## config.mk

```make
export PLATFORM = sky130hd
export DESIGN_NAME = ddr_tx_seq
export DESIGN_NICKNAME = d
export VERILOG_FILES = /design/src/rtl/ddr_tx_seq.sv
export SDC_FILE = /design/constraint.sdc
export NUM_CORES = 1
export LEC_CHECK = 0
export BUFFER_PORTS_ARGS = -buffer_cell sky130_fd_sc_hd__buf_2
export CAP_MARGIN = 20
export CORE_MARGIN = 1
export CORE_UTILIZATION = 55
export CTS_CLUSTER_SIZE = 16
export DETAILED_ROUTE_END_ITERATION = 7
export GPL_TIMING_DRIVEN = 0
export HOLD_SLACK_MARGIN = 0.1
export PLACE_DENSITY = 0.74
export SETUP_SLACK_MARGIN = 0.4
export SLEW_MARGIN = 40
export SYNTH_ARGS = -nofsm -noshare
export SYNTH_HDL_FRONTEND = slang
export SYNTH_SLANG_ARGS = --single-unit
```

## constraint.sdc

```tcl
create_clock -name i_sys_clk -period 2.7 [get_ports i_sys_clk]
set_input_delay 0 -clock i_sys_clk [delete_from_list [all_inputs] [get_ports i_sys_clk]]
set_output_delay 0 -clock i_sys_clk [all_outputs]
set_load 0.02 [all_outputs]
```

## src/rtl/ddr_tx_seq.sv

```systemverilog
// Frame sequencer for a DDR-style serial transmitter: walks command, data-word and CRC
// phases, handing one mode code at a time to the serializer and advancing on its done pulse.
module ddr_tx_seq #(
    parameter int unsigned WC_W = 4
) (
    input  logic            i_sys_clk,
    input  logic            i_sys_rst,
    input  logic            i_start,
    input  logic            i_rnw,
    input  logic [WC_W-1:0] i_word_count,
    input  logic            i_end_restart,
    input  logic            i_abort,
    input  logic            i_tx_mode_done,
    output logic            o_tx_en,
    output logic [3:0]      o_tx_mode,
    output logic            o_regf_rd_en,
    output logic            o_busy,
    output logic            o_done,
    output logic            o_aborted
);

    localparam logic [3:0] ModePre     = 4'b0000;
    localparam logic [3:0] ModeOne     = 4'b0010;
    localparam logic [3:0] ModeZero    = 4'b0110;
    localparam logic [3:0] ModeZeros   = 4'b0011;
    localparam logic [3:0] ModeAddr    = 4'b0001;
    localparam logic [3:0] ModePar     = 4'b0100;
    localparam logic [3:0] ModeData    = 4'b0111;
    localparam logic [3:0] ModeToken   = 4'b1100;
    localparam logic [3:0] ModeCrcv    = 4'b1101;
    localparam logic [3:0] ModeRestart = 4'b1111;
    localparam logic [3:0] ModeExit    = 4'b1110;

    typedef enum logic [4:0] {
        StIdle, StCPre, StCRnw, StCZeros, StCAddr, StCPar,
        StDP1, StDP0, StDB1, StDB2, StDPar,
        StKP0, StKP1, StKTok, StKCrc, StEnd, StFin
    } state_e;

    state_e          state_q, state_d;
    logic            rnw_q, rnw_d;
    logic            er_q, er_d;
    logic [WC_W-1:0] wc_q, wc_d;
    logic            abort_q, abort_d;

    logic            tx_en_q, tx_en_d;
    logic [3:0]      mode_q, mode_d;
    logic            rd_en_q, rd_en_d;
    logic            busy_q, busy_d;
    logic            done_q, done_d;
    logic            aborted_q, aborted_d;
    logic            abortable;

    always_comb begin
        state_d   = state_q;
        rnw_d     = rnw_q;
        er_d      = er_q;
        wc_d      = wc_q;
        abort_d   = abort_q;
        rd_en_d   = 1'b0;
        abortable = !(state_q inside {StIdle, StEnd, StFin});

        // Abort outranks a simultaneous mode-done: the frame is cut short right here.
        if (abortable && i_abort) begin
            state_d = StEnd;
            abort_d = 1'b1;
        end else begin
            unique case (state_q)
                StIdle: begin
                    if (i_start) begin
                        state_d = StCPre;
                        rnw_d   = i_rnw;
                        er_d    = i_end_restart;
                        wc_d    = i_word_count;
                        abort_d = 1'b0;
                    end
                end
                StFin: begin
                    state_d = StIdle;
                    abort_d = 1'b0;
                end
                StCPre:   if (i_tx_mode_done) state_d = StCRnw;
                StCRnw:   if (i_tx_mode_done) state_d = StCZeros;
                StCZeros: if (i_tx_mode_done) state_d = StCAddr;
                StCAddr:  if (i_tx_mode_done) state_d = StCPar;
                StCPar: begin
                    if (i_tx_mode_done) begin
                        state_d = (rnw_q || wc_q == '0) ? StEnd : StDP1;
                    end
                end
                StDP1: if (i_tx_mode_done) state_d = StDP0;
                StDP0: if (i_tx_mode_done) state_d = StDB1;
                StDB1: begin
                    if (i_tx_mode_done) begin
                        state_d = StDB2;
                        rd_en_d = 1'b1;
                    end
                end
                StDB2: begin
                    if (i_tx_mode_done) begin
                        state_d = StDPar;
                        rd_en_d = 1'b1;
                    end
                end
                StDPar: begin
                    if (i_tx_mode_done) begin
                        // Zero test before decrement keeps the counter from wrapping.
                        if (wc_q != '0) begin
                            wc_d = wc_q - WC_W'(1);
                        end
                        state_d = (wc_q > WC_W'(1)) ? StDP1 : StKP0;
                    end
                end
                StKP0:  if (i_tx_mode_done) state_d = StKP1;
                StKP1:  if (i_tx_mode_done) state_d = StKTok;
                StKTok: if (i_tx_mode_done) state_d = StKCrc;
                StKCrc: if (i_tx_mode_done) state_d = StEnd;
                StEnd:  if (i_tx_mode_done) state_d = StFin;
                default: state_d = StIdle;
            endcase
        end

        // Outputs are decoded from the next state so they register in step with it.
        tx_en_d   = !(state_d inside {StIdle, StFin});
        busy_d    = tx_en_d;
        done_d    = (state_d == StFin);
        aborted_d = (state_d == StFin) && abort_d;

        unique case (state_d)
            StCPre:                 mode_d = ModePre;
            StCRnw:                 mode_d = rnw_d ? ModeOne : ModeZero;
            StCZeros:               mode_d = ModeZeros;
            StCAddr:                mode_d = ModeAddr;
            StCPar, StDPar:         mode_d = ModePar;
            StDP1, StKP1:           mode_d = ModeOne;
            StDP0, StKP0:           mode_d = ModeZero;
            StDB1, StDB2:           mode_d = ModeData;
            StKTok:                 mode_d = ModeToken;
            StKCrc:                 mode_d = ModeCrcv;
            StEnd:                  mode_d = (er_d && !abort_d) ? ModeRestart : ModeExit;
            default:                mode_d = 4'b0000;
        endcase
    end

    always_ff @(posedge i_sys_clk or negedge i_sys_rst) begin
        if (!i_sys_rst) begin
            state_q   <= StIdle;
            rnw_q     <= 1'b0;
            er_q      <= 1'b0;
            wc_q      <= '0;
            abort_q   <= 1'b0;
            tx_en_q   <= 1'b0;
            mode_q    <= 4'b0000;
            rd_en_q   <= 1'b0;
            busy_q    <= 1'b0;
            done_q    <= 1'b0;
            aborted_q <= 1'b0;
        end else begin
            state_q   <= state_d;
            rnw_q     <= rnw_d;
            er_q      <= er_d;
            wc_q      <= wc_d;
            abort_q   <= abort_d;
            tx_en_q   <= tx_en_d;
            mode_q    <= mode_d;
            rd_en_q   <= rd_en_d;
            busy_q    <= busy_d;
            done_q    <= done_d;
            aborted_q <= aborted_d;
        end
    end

    assign o_tx_en      = tx_en_q;
    assign o_tx_mode    = mode_q;
    assign o_regf_rd_en = rd_en_q;
    assign o_busy       = busy_q;
    assign o_done       = done_q;
    assign o_aborted    = aborted_q;

endmodule

```

==> results of run 1 <==
## worst min-delay path, stage by stage
cell	delay (ps)
buf_2	90
buf_4	160
and3_1	150
## state kept, by name, summed over array words and instances, names as in the netlist
name          flops
o_tx_mode         4
wc_q              4
o_aborted         1
er_q              1
o_busy            1
rnw_q             1
o_done            1
state_q           5
o_regf_rd_en      1
abort_q           1
## report_power, final
group          leakage, nW  internal [mW]  switching, mW
combinational        0.436          0.451          0.645
sequential           0.235          0.403         0.0555
clock               0.0279          0.150         0.0949
total                0.698           1.00          0.795
## final cells by class
| cell class | instances | area (sq um) | area share [%] |
|---|---|---|---|
| Clock inverter | 1 | 30.0 | 1.96 |
| Tap cell | 27 | 33.8 | 2.20 |
| Timing Repair Buffer | 31 | 205 | 13.4 |
| Buffer | 10 | 58.8 | 3.84 |
| Clock buffer | 3 | 22.5 | 1.47 |
| Sequential cell | 20 | 500 | 32.7 |
| Multi-Input combinational cell | 100 | 663 | 43.3 |
| Inverter | 5 | 18.8 | 1.22 |
## cells in the mapped netlist (2+ instances only)
cell type  instances
a21oi_1            7
mux2_2             2
buf_4              4
inv_1              5
dfrtp_1           20
a32oi_1            2
nand2_1           15
and2_1             2
o21ai_0            8
nor2_1            14
ha_1               3
nor3b_1            2
nor3_1             3
o31ai_1            3
buf_2              4
clkbuf_1           2
nand3b_1           2
nand2b_1           3
nand3_1            5
## path summary, 6_finish.rpt
kind                                      from            to
worst max-delay path                   wc_q[1]  o_tx_mode[0]
worst min-delay path            i_tx_mode_done  o_regf_rd_en
worst max register to register         wc_q[1]  o_tx_mode[0]
worst min register to register            er_q          er_q
max in group asynchronous            i_sys_rst    state_q[3]
min in group asynchronous            i_sys_rst  o_regf_rd_en
## layer usage
layer  wire [um]  share of wire, %  GRT usage [%]
met1        1290                46           32.9
met2        1370                49           44.2
met3         111               4.0           2.80
met4          31               1.1           11.8
met5           0                 0              0
## cells by family after synthesis
| kind of cell | count (synthesis) |
|---|---|
| simple gates | 58 |
| compound gates | 34 |
| flops | 20 |
| buf+inv | 15 |
| fa+ha+maj | 4 |
| xor+xnor | 2 |
| mux | 2 |
## timing repair
action,in CTS,in global routing
hold buffers,8,0
setup buffers,1,3
setup endpoints to repair,1,8
gates resized for setup,4,5
hold endpoints to repair,29,0
pin swaps,3,5
==> run summary, run 1 <==
status -> complete, no violations
Slew HR -> 69.4%
Syn. warnings -> 0
TritonCTS clock tree -> built
post-layout util -> 75.8%
post-synth cell types -> 48
post-place setup slack -> 394 ps
routed vias -> 1119
PortBufs -> 19
kind of end point of the critical path -> flop
Area Overhead vs Synth -> 25.9%
Hold Vio Cnt, Final -> 0
most frequent cells in the layout -> buf_2, dfrtp_1, nand2_1, nor2_1
vias in the first global route -> 1058
Placed Area -> 0.00135 sq mm
Worst Path Max Fanout -> 5
RSZ-0062 raised after global routing -> true
Final Total Pwr -> 1.80 mW
Initial Utilization -> 60.2%
Overflow after GRT -> 0
sequential fraction of the synthesis area -> 41.1%
WL per Instance -> 14.2 um
Synth Instances -> 135
Critical Path Slowest Stage Cell -> dfrtp_1
Placer Congestion -> 0.849
final worst path period need -> 2290 ps
clock sink total -> 20
final setup TNS -> 0 ps
Final period util -> 85.0%
Clock transition at path regs -> 120 ps
largest net degree at the start of global routing -> 21
most frequently used flop master after synthesis -> dfrtp_1
Reg2Reg Depth -> 9
Compound-Gate Fraction of Synth Area -> 20.0%
placed cell count -> 181
Via density -> 5.68
Top-Level Pins -> 20
Fmax achieved -> 436 MHz
H-tree depth -> 1
HPWL Detailed -> 1880 um
Clock Skew -> 2.76 ps
Synth Area in XOR/XNOR -> 1.44%
worst-case clock buffer depth -> 2
non-filler cells, final -> 197
Worst-Skew Late Latency -> 300 ps
Die Span X -> 49.0 um
n_diodes -> 0
first-pass GRT wire length -> 4720 um
CP bufs+invs -> 1
antenna violations before repair -> 0
Post-Layout Inst Area -> 0.00153 sq mm
CP cell instances -> inv_2, ha_1, or3b_1, nand3b_1, a32oi_2, a211o_1, or2_4, nor4b_2, a311o_2
1st-iter DRT viols -> 43
FF+latch count, synth -> 20
Fill cells -> 148
Worst Hold Depth -> 3
mux cell area share after synthesis -> 1.85%
PD cells -> 1170 mW/mm^2
hold_ws -> 128 ps
Adder-Cell Fraction of Synth Area -> 4.01%
syn nets -> 149
Stages on worst setup path -> 9
area leader, netlist -> dfrtp_1
cell leakage power -> 0.698 nW
FFs w/ async S/R, synth -> 100%
max_cap viols -> 0
proportion of layout cells with a drive suffix above 1 -> 31.8%
CP required -> 2950 ps
share of the synthesized area in the top cell type -> 41.1%
num rows -> 16
Antenna Nets Post-Route -> 0
Total GRT Usage -> 25.9%
Post-Synth Simple-Gate Area -> 25.3%
fin. max-slew vios -> 0
Final setup viols -> 0
worst ir drop on vdd -> 0.000726 V
post-layout net count -> 185
type of the worst setup path -> flop to flop
Cell Area, Synth -> 0.00122 sq mm
area of the core -> 0.00202 sq mm
Largest stage delay, worst path -> 410 ps
CP startpoint kind -> flop
R2R setup slack -> 410 ps
Critical Path AT -> 2550 ps
largest family of logic cells by synthesized area -> simple AND/OR/NAND/NOR gates
Avg Inst Size Synth -> 9.02 sq um
Die Span Y -> 49.0 um
Num CTS Buffers -> 3
synth top area cells -> dfrtp_1, nand2_1, nor2_1
final worst setup slack -> 406 ps
DIE AREA -> 0.00241 sq mm
crit-path leading delay family -> simple AND/OR/NAND/NOR gates
First-pass DRT Iterations -> 4
EDFF count, synth -> 0
hold crit path type -> primary input to flop
most common cell after layout, fill and taps aside -> buf_2
DRC viols -> 0
Clock Tree Root -> clkbuf_4
Slew @ Worst Pin -> 460 ps
Routed Wire Length -> 2800 um
(Power assumes the default switching activity.)
==> inputs of run 2 (changes only) <==
--- a/config.mk
+++ b/config.mk
@@ -5,15 +5,16 @@
 export SDC_FILE = /design/constraint.sdc
 export NUM_CORES = 1
 export LEC_CHECK = 0
+export ABC_AREA = 1
 export BUFFER_PORTS_ARGS = -buffer_cell sky130_fd_sc_hd__buf_2
 export CAP_MARGIN = 20
 export CORE_MARGIN = 1
-export CORE_UTILIZATION = 55
+export CORE_UTILIZATION = 57
 export CTS_CLUSTER_SIZE = 16
 export DETAILED_ROUTE_END_ITERATION = 7
 export GPL_TIMING_DRIVEN = 0
 export HOLD_SLACK_MARGIN = 0.1
-export PLACE_DENSITY = 0.74
+export PLACE_DENSITY = 0.75
 export SETUP_SLACK_MARGIN = 0.4
 export SLEW_MARGIN = 40
 export SYNTH_ARGS = -nofsm -noshare
==> constraint.sdc (replaced) <==
create_clock -name i_sys_clk -period 2.23 [get_ports i_sys_clk]
set_input_delay 0 -clock i_sys_clk [delete_from_list [all_inputs] [get_ports i_sys_clk]]
set_output_delay 0 -clock i_sys_clk [all_outputs]
set_load 0.02 [all_outputs]
==> run 2 against run 1 <==
Compared with the run above: synthesized cell count is 49% higher; clock-buffer cell count unchanged; wire length is 48% higher; first-iteration DRC count grew 110%; clock skew grew 5.0 ps; highest routed layer unchanged; die area up 14%.
==> run summary, run 2 <==
status -> complete, no violations
synth top area cells -> dfrtp_1, nand2_1, nor2_1
type of the worst setup path -> flop to flop
crit path to -> o_tx_mode[2]
worst-case clock buffer depth -> 2
Synth Area in XOR/XNOR -> 0.607%
Final period util -> 85.9%
TritonCTS clock tree -> built
PortBufs -> 19
PD cells -> 1690 mW/mm^2
final setup TNS -> 0 ps
Slew HR -> 69.5%
n_diodes -> 0
clock sink total -> 20
proportion of layout cells with a drive suffix above 1 -> 41.3%
RR Endpoint -> o_tx_mode[2]
area of the core -> 0.00230 sq mm
internal power -> 1.55 mW
mux cell area share after synthesis -> 0.780%
First-pass DRT Iterations -> 4
Placed Area -> 0.00157 sq mm
most frequent cells in the layout -> nand2_1, nand3_1, nor2_1, buf_2, dfrtp_1
combinational fraction of design power -> 71.5%
final worst path period need -> 1920 ps
Sw Share -> 52.4%
post-layout net count -> 257
hold crit path type -> primary input to asynchronous set/reset pin
Largest Register -> state_q
Num CTS Buffers -> 3
Reg2Reg Depth -> 13
most frequently used flop master after synthesis -> dfrtp_1
Avg Inst Size Synth -> 7.18 sq um
CP startpoint kind -> flop
largest family of logic cells by synthesized area -> simple AND/OR/NAND/NOR gates
Overflow after GRT -> 0
crit path from -> wc_q[0]
area leader, netlist -> dfrtp_1
1st-iter DRT viols -> 89
Total GRT Usage -> 28.5%
syn nets -> 215
fin. max-slew vios -> 0
most common cell after layout, fill and taps aside -> nand2_1
Antenna Nets Post-Route -> 0
Hold Vio Cnt, Final -> 0
R2R Path Start -> wc_q[0]
sequential fraction of the synthesis area -> 34.7%
top post-synthesis cells by count -> nand2_1, nor2_1, inv_1, nand3_1, dfrtp_1
Post-Synth Simple-Gate Area -> 42.9%
Slew @ Worst Pin -> 458 ps
Worst Path Max Fanout -> 4
Fmax achieved -> 522 MHz
kind of end point of the critical path -> flop
share of the synthesized area in the top cell type -> 34.7%
cell leakage power -> 0.977 nW
first-pass GRT wire length -> 5660 um
vias in the first global route -> 1329
RSZ-0062 raised after global routing -> true
Syn. warnings -> 0
CP required -> 2440 ps
cell with the most instances after synthesis -> nand2_1
FFs w/ async S/R, synth -> 100%
Critical Path AT -> 2130 ps
Die Span X -> 52.3 um
Fill cells -> 125
Post-Layout Inst Area -> 0.00193 sq mm
Compound-Gate Fraction of Synth Area -> 8.32%
Clock Skew -> 7.75 ps
max_cap viols -> 0
largest net degree at the start of global routing -> 21
H-tree depth -> 1
routed vias -> 1538
EDFF count, synth -> 0
Clock transition at path regs -> 120 ps
DIE AREA -> 0.00274 sq mm
Synth Instances -> 201
Reg power frac -> 19.0%
Cell Area, Synth -> 0.00144 sq mm
Final setup viols -> 0
Placer Congestion -> 0.932
Area Overhead vs Synth -> 33.8%
Clk pwr share -> 9.5%
Worst-Skew Late Latency -> 320 ps
worst ir drop on vdd -> 0.00114 V
Top-Level Pins -> 20
post-synth cell types -> 27
Adder-Cell Fraction of Synth Area -> 2.60%
Die Span Y -> 52.3 um
Initial Utilization -> 62.9%
num rows -> 17
Routed Wire Length -> 4130 um
Largest register FFs -> 5
Via density -> 5.70
R2R setup slack -> 310 ps
DRC viols -> 0
sw power -> 1.71 mW
HPWL Detailed -> 2380 um
Clock Tree Root -> clkbuf_4
WL per Instance -> 15.3 um
FF+latch count, synth -> 20
antenna violations before repair -> 0
==> run 2: cell count changes in the layout (fill, tap and decap cells not counted), sizes merged, moves of 23 or more <==
cell | before | now
nand2 | 15 | 47
nand3 | 5 | 28
inv | 5 | 32
nor2 | 15 | 38
==> run 2: kinds of logic after synthesis <==
family | count (synthesis)
compound gates | 20
xor+xnor | 1
fa+ha+maj | 3
buf+inv | 35
flops | 20
mux | 1
simple gates | 121
==> run 2: final cells by class <==
type,instances,area (sq um),share of cell area (%)
timing repair buffer,37,256,13.3
buffer,3,30.0,1.55
clock buffer,3,22.5,1.17
inverter,32,128,6.61
multi-input combinational,146,927,48.0
tap,28,35.0,1.81
clock inverter,1,30.0,1.55
sequential,20,503,26.0
==> run 2: worst min-delay path by stage <==
stage	start	endpoint	slack, ps	cells after the start
finish	i_sys_rst	state_q[2]	140	2
global route	i_start	abort_q	180	5
CTS	i_abort	state_q[0]	110	3
detailed placement	i_sys_rst	wc_q[2]	-30	1
global placement	i_sys_rst	wc_q[2]	-30	1
floorplan	i_sys_rst	abort_q	-300	0
==> run 2: worst max-delay path: stages (launching register included) <==
cell,delay [ps]
dfrtp_1,400
inv_2,80
ha_1,200
nand2_1,90
nand3_1,130
nand2_1,110
nand2_2,70
o21ai_4,220
buf_6,140
nand3b_4,90
inv_4,80
nor2_2,50
nor2_2,70
nand3_1,80
==> run 2: power by group through the flow <==
stage / registers (mW) / logic [mW] / clock network (mW)
2_1_floorplan: 0.656 / 1.28 / 0
5_1_grt: 0.628 / 2.53 / 0.321
4_1_cts: 0.598 / 1.75 / 0.305
3_5_place_dp: 0.603 / 1.68 / 0
6_report: 0.619 / 2.33 / 0.309
3_3_place_gp: 0.599 / 1.62 / 0
==> run 2: timing repair <==
| item | in CTS | in global routing |
|---|---|---|
| pin swaps | 6 | 20 |
| hold buffers | 8 | 1 |
| buffers inserted | 1 | 8 |
| resized for setup | 4 | 43 |
| endpoints found under the hold margin | 29 | 1 |
| endpoints found under the setup margin | 3 | 9 |
| gates cloned | 0 | 0 |
==> run 2: per-stage QoR <==
stage	worst slack (ps)	total power [mW]	utilization [%]	instances	hold slack [ps]
6_report	314	3.26	84.1	270	138
5_1_grt	224	3.48	84.1	270	181
4_1_cts	403	2.66	75.2	261	107
3_5_place_dp	281	2.28	68.5	248	-26.3
3_3_place_gp	341	2.22	68.5	248	-33.2
2_1_floorplan	542	1.94	-	201	-296
==> run 2: layer usage <==
metal	global-route usage, %	part of all wire, %	vias to the layer above
met3	4.35	7.8	18
met2	46.4	47	83
met4	11.8	3.4	0
li1	-	-	721
met5	0	0	-
met1	37.5	42	716
